### src/rtl/xf100_exu_alu_arb.sv
// Round-robin arbiter feeding the EXU's single ALU from two requesters, with a
// 2-entry writeback FIFO that backpressures both requesters when full.
module xf100_exu_alu_arb #(
  parameter int XLEN    = 32,
  parameter int RFIDX_W = 5,
  parameter int INFO_W  = 16
) (
  input  logic               clk,
  input  logic               rst,

  input  logic               req0_valid,
  output logic               req0_ready,
  input  logic [INFO_W-1:0]  req0_info,
  input  logic [XLEN-1:0]    req0_rs1,
  input  logic [XLEN-1:0]    req0_rs2,
  input  logic               req0_rd_en,
  input  logic [RFIDX_W-1:0] req0_rdidx,

  input  logic               req1_valid,
  output logic               req1_ready,
  input  logic [INFO_W-1:0]  req1_info,
  input  logic [XLEN-1:0]    req1_rs1,
  input  logic [XLEN-1:0]    req1_rs2,
  input  logic               req1_rd_en,
  input  logic [RFIDX_W-1:0] req1_rdidx,

  output logic               alu_i_alu_op,
  output logic [INFO_W-1:0]  alu_i_alu_info,
  output logic [XLEN-1:0]    alu_i_rs1,
  output logic [XLEN-1:0]    alu_i_rs2,
  output logic               alu_i_rs1_en,
  output logic               alu_i_rs2_en,
  output logic               alu_i_rd_en,
  output logic [RFIDX_W-1:0] alu_i_rdidx,

  input  logic               alu_o_wbck_en,
  input  logic [XLEN-1:0]    alu_o_wbck_data,
  input  logic [RFIDX_W-1:0] alu_o_wbck_rdidx,

  output logic               wbck_valid,
  input  logic               wbck_ready,
  output logic [XLEN-1:0]    wbck_data,
  output logic [RFIDX_W-1:0] wbck_rdidx,
  output logic               wbck_src
);

  logic               r_rr_ptr;
  logic               r_wr_ptr;
  logic               r_rd_ptr;
  logic [1:0]         r_count;
  logic [XLEN-1:0]    r_fifo_data  [2];
  logic [RFIDX_W-1:0] r_fifo_rdidx [2];
  logic               r_fifo_src   [2];

  logic w_can_issue;
  logic w_gnt0;
  logic w_gnt1;
  logic w_any_gnt;
  logic w_push;
  logic w_pop;

  // Issue looks only at the registered count, so a pop frees a slot next cycle.
  assign w_can_issue = !rst && (r_count != 2'd2);
  assign w_gnt0      = w_can_issue && req0_valid && (!req1_valid || !r_rr_ptr);
  assign w_gnt1      = w_can_issue && req1_valid && (!req0_valid ||  r_rr_ptr);
  assign w_any_gnt   = w_gnt0 || w_gnt1;

  assign req0_ready  = w_gnt0;
  assign req1_ready  = w_gnt1;

  assign wbck_valid  = !rst && (r_count != 2'd0);
  assign wbck_data   = r_fifo_data[r_rd_ptr];
  assign wbck_rdidx  = r_fifo_rdidx[r_rd_ptr];
  assign wbck_src    = r_fifo_src[r_rd_ptr];

  assign w_push      = w_any_gnt && alu_o_wbck_en;
  assign w_pop       = wbck_valid && wbck_ready;

  always_comb begin
    alu_i_alu_op   = w_any_gnt;
    alu_i_rs1_en   = w_any_gnt;
    alu_i_rs2_en   = w_any_gnt;
    alu_i_alu_info = '0;
    alu_i_rs1      = '0;
    alu_i_rs2      = '0;
    alu_i_rd_en    = 1'b0;
    alu_i_rdidx    = '0;
    if (w_gnt0) begin
      alu_i_alu_info = req0_info;
      alu_i_rs1      = req0_rs1;
      alu_i_rs2      = req0_rs2;
      alu_i_rd_en    = req0_rd_en;
      alu_i_rdidx    = req0_rdidx;
    end else if (w_gnt1) begin
      alu_i_alu_info = req1_info;
      alu_i_rs1      = req1_rs1;
      alu_i_rs2      = req1_rs2;
      alu_i_rd_en    = req1_rd_en;
      alu_i_rdidx    = req1_rdidx;
    end
  end

  always_ff @(posedge clk) begin
    if (rst) begin
      r_rr_ptr <= 1'b0;
      r_wr_ptr <= 1'b0;
      r_rd_ptr <= 1'b0;
      r_count  <= 2'd0;
    end else begin
      // Priority passes to the requester that was not just served.
      if (w_any_gnt) r_rr_ptr <= w_gnt0;
      if (w_push)    r_wr_ptr <= ~r_wr_ptr;
      if (w_pop)     r_rd_ptr <= ~r_rd_ptr;
      if (w_push && !w_pop)      r_count <= r_count + 2'd1;
      else if (!w_push && w_pop) r_count <= r_count - 2'd1;
    end
  end

  always_ff @(posedge clk) begin
    if (w_push) begin
      r_fifo_data[r_wr_ptr]  <= alu_o_wbck_data;
      r_fifo_rdidx[r_wr_ptr] <= alu_o_wbck_rdidx;
      r_fifo_src[r_wr_ptr]   <= w_gnt1;
    end
  end

endmodule

### config.mk
export PLATFORM = sky130hd
export DESIGN_NAME = xf100_exu_alu_arb
export DESIGN_NICKNAME = d
export VERILOG_FILES = /design/src/rtl/xf100_exu_alu_arb.sv
export SDC_FILE = /design/constraint.sdc
export NUM_CORES = 1
export LEC_CHECK = 0
export CAP_MARGIN = 25
export CORE_AREA = 2 2 135 137
export CTS_CLUSTER_SIZE = 30
export DETAILED_ROUTE_END_ITERATION = 10
export DIE_AREA = 0 0 137 139
export SETUP_SLACK_MARGIN = 0.4
export SLEW_MARGIN = 5
export SYNTH_ARGS = -nofsm -noshare
export SYNTH_HDL_FRONTEND = slang
export SYNTH_SLANG_ARGS = --single-unit
### constraint.sdc
create_clock -name clk -period 16 [get_ports clk]
set_input_delay 3.2 -clock clk [delete_from_list [all_inputs] [get_ports clk]]
set_output_delay 3.2 -clock clk [all_outputs]
set_load 0.005 [all_outputs]
==> results of run 1 <==
[cell type report]
class                      count  area (sq um)
inverter                       1          3.75
tap                          229           287
fill                        1609          9810
multi-input combinational    149          1400
timing repair buffer         347          3470
sequential                    82          2400
clock buffer                  10           229
antenna                        3          7.51
clock inverter                 6          51.3
[cell usage in the layout, fill, tap and decap left out]
cell             count
clkbuf_16            9
clkinvlp_4           3
inv_6                1
or3_1                1
and2_2               1
nor2_1               1
nand2b_1             3
or2_2                1
mux2_2              38
nor3_1               1
dfxtp_1              5
xor2_1               2
o21ba_2              1
o21ai_0              2
a21oi_1              1
dfxtp_2              1
mux2i_1              2
nor4b_4              1
inv_1                1
clkbuf_1             1
clkdlybuf4s50_1    344
ha_1                 1
nand2_1              1
buf_4                3
o21bai_1             2
diode_2              3
nor2b_1              2
edfxtp_1            76
a2111oi_4            1
nor4_2               1
a22o_1              86
clkinv_4             1
inv_8                1
[metal layers]
layer	track usage (%)	share of wire [%]	vias to the layer above
met5	0	0	-
met4	6.78	2.6	0
met3	4.50	6.7	26
met2	31.1	52	188
met1	20.1	39	1822
li1	-	-	1727
[worst max-delay path: stages]
cell             delay, ns
clkdlybuf4s50_1       0.63
a2111oi_4             0.39
buf_4                 0.75
a22o_1                0.39
clkdlybuf4s50_1       0.55
[stage by stage]
stage / std cells / hold WS (ns) / setup WS [ns] / cell area (sq um)
finish: 827 / 0.461 / 6.82 / 7850
global route: 827 / 0.488 / 6.73 / 7850
CTS: 824 / 0.464 / 6.88 / 7840
detailed placement: 808 / 0.459 / 6.88 / 7560
global placement: 808 / 0.456 / 6.94 / 7560
floorplan: 257 / 0.434 / 8.25 / 3910
[final timing paths]
| path | end | start | cells past startpoint |
|---|---|---|---|
| worst max register to register | r_fifo_data[1][13] | r_count[0] | 3 |
| worst min-delay path | flip-flop | r_rd_ptr | 1 |
| worst max-delay path | alu_i_alu_info[11] | rst | 5 |
| worst min register to register | flip-flop | r_rd_ptr | 1 |
[kinds of logic (layout without fill, tap and decap cells)]
group | count (synthesis) | after routing
buf+inv | 26 | 364
fa+ha+maj | 1 | 1
xor+xnor | 2 | 2
compound gates | 93 | 93
mux | 40 | 40
simple gates | 13 | 13
other cells | 0 | 3
flops | 82 | 82
[sequential cells by signal (all words and copies together) (netlist names), named ones only]
register / count
r_fifo_data: 64
r_fifo_rdidx: 10
r_count: 2
r_fifo_src: 2
r_rd_ptr: 1
r_rr_ptr: 1
r_wr_ptr: 1
[power by group]
| group | switching (W) | total [W] | internal (W) | leakage [nW] |
|---|---|---|---|---|
| Combinational | 0.0000654 | 0.000203 | 0.000138 | 1.86 |
| Sequential | 0.0000101 | 0.000257 | 0.000247 | 0.743 |
| Clock | 0.0000845 | 0.000191 | 0.000107 | 0.127 |
| Total | 0.000160 | 0.000651 | 0.000491 | 2.74 |
==> out/metrics.cfg, run 1 <==
[clock_network]
numCtsBuffers=9
cts_resized=0
cts_buffer_depth=2
numClockSinks=82
insertion_delay_ns=0.34
path_clk_slew_ns=0.06
cts_tree=yes
cts_setup_buffers=0
h-tree-depth=3
cts-root-buf=clkbuf_16
cts_hold_buf=0

[critical_path]
cp_data_required_time_ns=12.80
crit_type=primary input to primary output
cp_max_fo=89
cp-start-kind=primary input
crit_arrival_ns=5.98
rrSetupSlack_ns=13.81
end_kind=primary output

[global_route]
grt_max_degree=92
grt_pass1_vias=3905
grt_pass1_wl_mm=24.6
track_usage_pct=17.6
grt.overflow.total=0
antenna_found_initial=3

[synthesis]
netlist_top_cells_count=a22o_1, edfxtp_1, mux2_2
syn-num-nets=473
synthDistinctLibCells=27
synth_xor_xnor_area_share_pct=0.448
async_flop_share_pct=0
yosysMostFrequentCell=a22o_1
syn-instance-count=257
synth_seq_area_share_pct=61.5
synth_top_family_by_area=compound AO/OA/AOI/OAI gates
muxShareOfSynthArea_pct=11.5
synthSimpleGateAreaFrac_pct=2.37
ys_warn_count=0
synth_compound_area_share_pct=21.0
avgSynthCellArea_sq_um=15.2
synth_area_leader_cell=edfxtp_1
synth_top_area_share_pct=58.4
synth_edf_count=76
ys_ff_latch=82
synthTopCellsByArea=edfxtp_1, a22o_1, mux2_2, dfxtp_1, clkbuf_1
synthFlopType=edfxtp_1
synth_fa_ha_area_share_pct=0.320
synth_area_sq_um=3910

[timing]
slew_viol_final=0
clock_skew_ns=0.00954
setup-tns-final_ns=0
finalHoldViolCount=0
min_period_over_period_pct=57.3
min_period_ns=9.18
setup_violations=0
slew_headroom_pct=34.1
fmax_mhz=109
rsz0062_at_grt=false
tightest_slew_ns=0.988

[outcome]
outcome=finished, final reports clean

[drt]
via_per_inst=4.55
first_pass_iters=4
post_drt_wl_per_cell_um=21.3
wl_mm=17.6
drt-initial-drc-count=177
drc_errors=0
antenna_left=0
vias=3763

[floorplanning]
dieWidth_um=137
num_rows=49
core_sq_um=17700
start_util_pct=22.1
pin_count=345
dieArea_sq_um=19000
die_h_um=139

[place]
io_buffers=344
gp_congestion=0.866
hpwlAfterDp_mm=13.7

[final_layout]
layout-drive-gt1-share_pct=10.6
syn_to_final_growth_pct=101
layout.nets=806
final_util_pct=44.4

[power_and_ir_drop]
powerDensity_nw_per_um2=83.0
finalPower_w=0.000651
power_leakage_nw=2.74
vdd_drop_max_mv=0.0562

[flow_run]
cap_violations=0

[min_path]
hp-class=flip-flop to flip-flop

(Power assumes the default switching activity.)
==> run 2, diff against run 1 <==
--- a/config.mk
+++ b/config.mk
@@ -6,10 +6,10 @@
 export NUM_CORES = 1
 export LEC_CHECK = 0
 export CAP_MARGIN = 25
-export CORE_AREA = 2 2 135 137
+export CORE_AREA = 2 2 134 136
 export CTS_CLUSTER_SIZE = 30
 export DETAILED_ROUTE_END_ITERATION = 10
-export DIE_AREA = 0 0 137 139
+export DIE_AREA = 0 0 136 138
 export SETUP_SLACK_MARGIN = 0.4
 export SLEW_MARGIN = 5
 export SYNTH_ARGS = -nofsm -noshare
==> constraint.sdc (replaced) <==
create_clock -name clk -period 7.9 [get_ports clk]
set_input_delay 1.58 -clock clk [delete_from_list [all_inputs] [get_ports clk]]
set_output_delay 1.58 -clock clk [all_outputs]
set_load 0.005 [all_outputs]
==> run 2 against run 1 <==
Effect of this change:
- global-route usage up 2.3 points
- via count increased by 2.8%
- design area grew 0.97%
- clock power is 120% higher
- setup slack worse by 4.8 ns
- largest cell class unchanged
- highest routed layer unchanged
==> out/metrics.cfg, run 2 (synthesis gave the netlist of run 1 again) <==
[critical_path]
worst_path_max_delay_cell=buf_4
ff2ff_path_depth=5
cp_common_cell=clkdlybuf4s50_1
worstPathCellList=clkdlybuf4s50_1, a2111oi_4, buf_4, a22o_1, clkdlybuf4s50_1
rrSetupSlack_ns=5.91
cp-start-kind=primary input
end_kind=primary output
slowest_delay_ns=0.75
rr_endpoint=r_count[1]
startpoint=rst
cp_max_fo=89
crit_type=primary input to primary output
r2r_start=r_count[1]
cp_data_required_time_ns=6.32
crit_arrival_ns=4.31

[power_and_ir_drop]
switching_power_w=0.000322
internal_power_w=0.00104
powerDensity_nw_per_um2=171
vdd_drop_max_mv=0.108
p_clk_share_pct=31.0
power_leakage_nw=2.77
seq_power_share_pct=38.3
comb_power_share_pct=30.7
sw_frac_of_total_pct=23.7

[global_route]
grt_max_degree=90
grt.overflow.total=0
grt_pass1_vias=4079
track_usage_pct=19.9
grt_pass1_wl_mm=26.6
antenna_found_initial=6

[final_layout]
fin_area_sq_um=7920
final-seq-area_sq_um=2400
multiInputGateArea_sq_um=1400
fin_cells=832
syn_to_final_growth_pct=103
final_common_cell=clkdlybuf4s50_1
layout-drive-gt1-share_pct=10.9
mostFrequentLayoutCells=clkdlybuf4s50_1, a22o_1, edfxtp_1, mux2_2, clkbuf_16
largest_reg_flops=64
regMostFlops=r_fifo_data
layout.nets=808
fillers=1647
reg_top3=r_fifo_data: 64 flops, r_fifo_rdidx: 10 flops

[timing]
fmax_mhz=170
rsz0062_at_grt=false
finalHoldViolCount=0
layout_setup_ws_ns=2.01
min_period_ns=5.89
slew_viol_final=0
min_period_over_period_pct=74.5
slew_headroom_pct=35.8
setup_violations=0
clock_skew_ns=0.00456
tightest_slew_ns=0.964
setup-tns-final_ns=0

[floorplanning]
num_rows=49
start_util_pct=22.3
die_h_um=138
dieArea_sq_um=18800
pin_count=345
core_sq_um=17500
dieWidth_um=136

[clock_network]
cts_resized=0
cts-root-buf=clkbuf_16
numClockSinks=82
cts_hold_buf=0
insertion_delay_ns=0.33
cts_tree=yes
cts_setup_buffers=0
cts_buffer_depth=2
numCtsBuffers=9
path_clk_slew_ns=0.06
h-tree-depth=3

[place]
dp.cells=809
hpwlAfterDp_mm=15.4
io_buffers=344
dpl_cell_area_sq_um=7580
place_ws_ns=2.04
gp_congestion=0.917

[min_path]
whs_path_depth=1
hp-class=flip-flop to flip-flop
hp-start=r_rd_ptr

[drt]
wl_mm=19.1
drt-initial-drc-count=191
post_drt_wl_per_cell_um=22.9
antenna_left=0
drc_errors=0
vias=3868
first_pass_iters=6
via_per_inst=4.65

[outcome]
outcome=finished, final reports clean

[flow_run]
cap_violations=0

==> run 2: final cells by class <==
class                      instances  area share, %
clock inverter                     5          0.790
multi-input combinational        149           17.7
timing repair buffer             349           44.3
antenna                            6          0.190
tap                              229           3.62
sequential                        82           30.3
clock buffer                      11           3.06
inverter                           1         0.0474
==> run 2: power by group through the flow <==
stage               registers [W]  logic, W  clock network [W]
floorplan                0.000516  0.000143                  0
global placement         0.000529  0.000414                  0
detailed placement       0.000530  0.000416                  0
CTS                      0.000521  0.000420           0.000436
global route             0.000524  0.000442           0.000453
finish                   0.000520  0.000417           0.000421
==> run 2: how the worst max path moves through the flow <==
stage / to / slack (ns)
after floorplan: r_fifo_data[0][0] / 1.77
after detailed placement: alu_i_rs2[25] / 2.04
final: alu_i_rs2[30] / 2.01
after CTS: alu_i_rs2[4] / 2.02
after global placement: alu_i_rs2[4] / 1.81
after global routing: alu_i_rs2[25] / 1.86
==> run 2: critical path: cells and delay by family <==
family	cells	cell delay, ns
AOI/OAI and AO/OA	2	0.73
buffers and inverters	3	1.93
==> run 2: routing by layer <==
metal	vias to the layer above	wire length [um]	GRT usage, %
met5	-	0	0
met4	0	948	12.7
met3	34	1430	5.39
met2	221	10400	36.0
met1	1871	6310	19.9
li1	1742	-	-
==> run 2: stage by stage <==
| step | total power, W | util, % | hold slack [ns] |
|---|---|---|---|
| after floorplan | 0.000659 | - | 0.434 |
| after global placement | 0.000942 | 43.2 | 0.441 |
| after detailed placement | 0.000946 | 43.2 | 0.447 |
| after CTS | 0.00138 | 45.0 | 0.456 |
| after global routing | 0.00142 | 45.2 | 0.482 |
| final | 0.00136 | 45.2 | 0.458 |
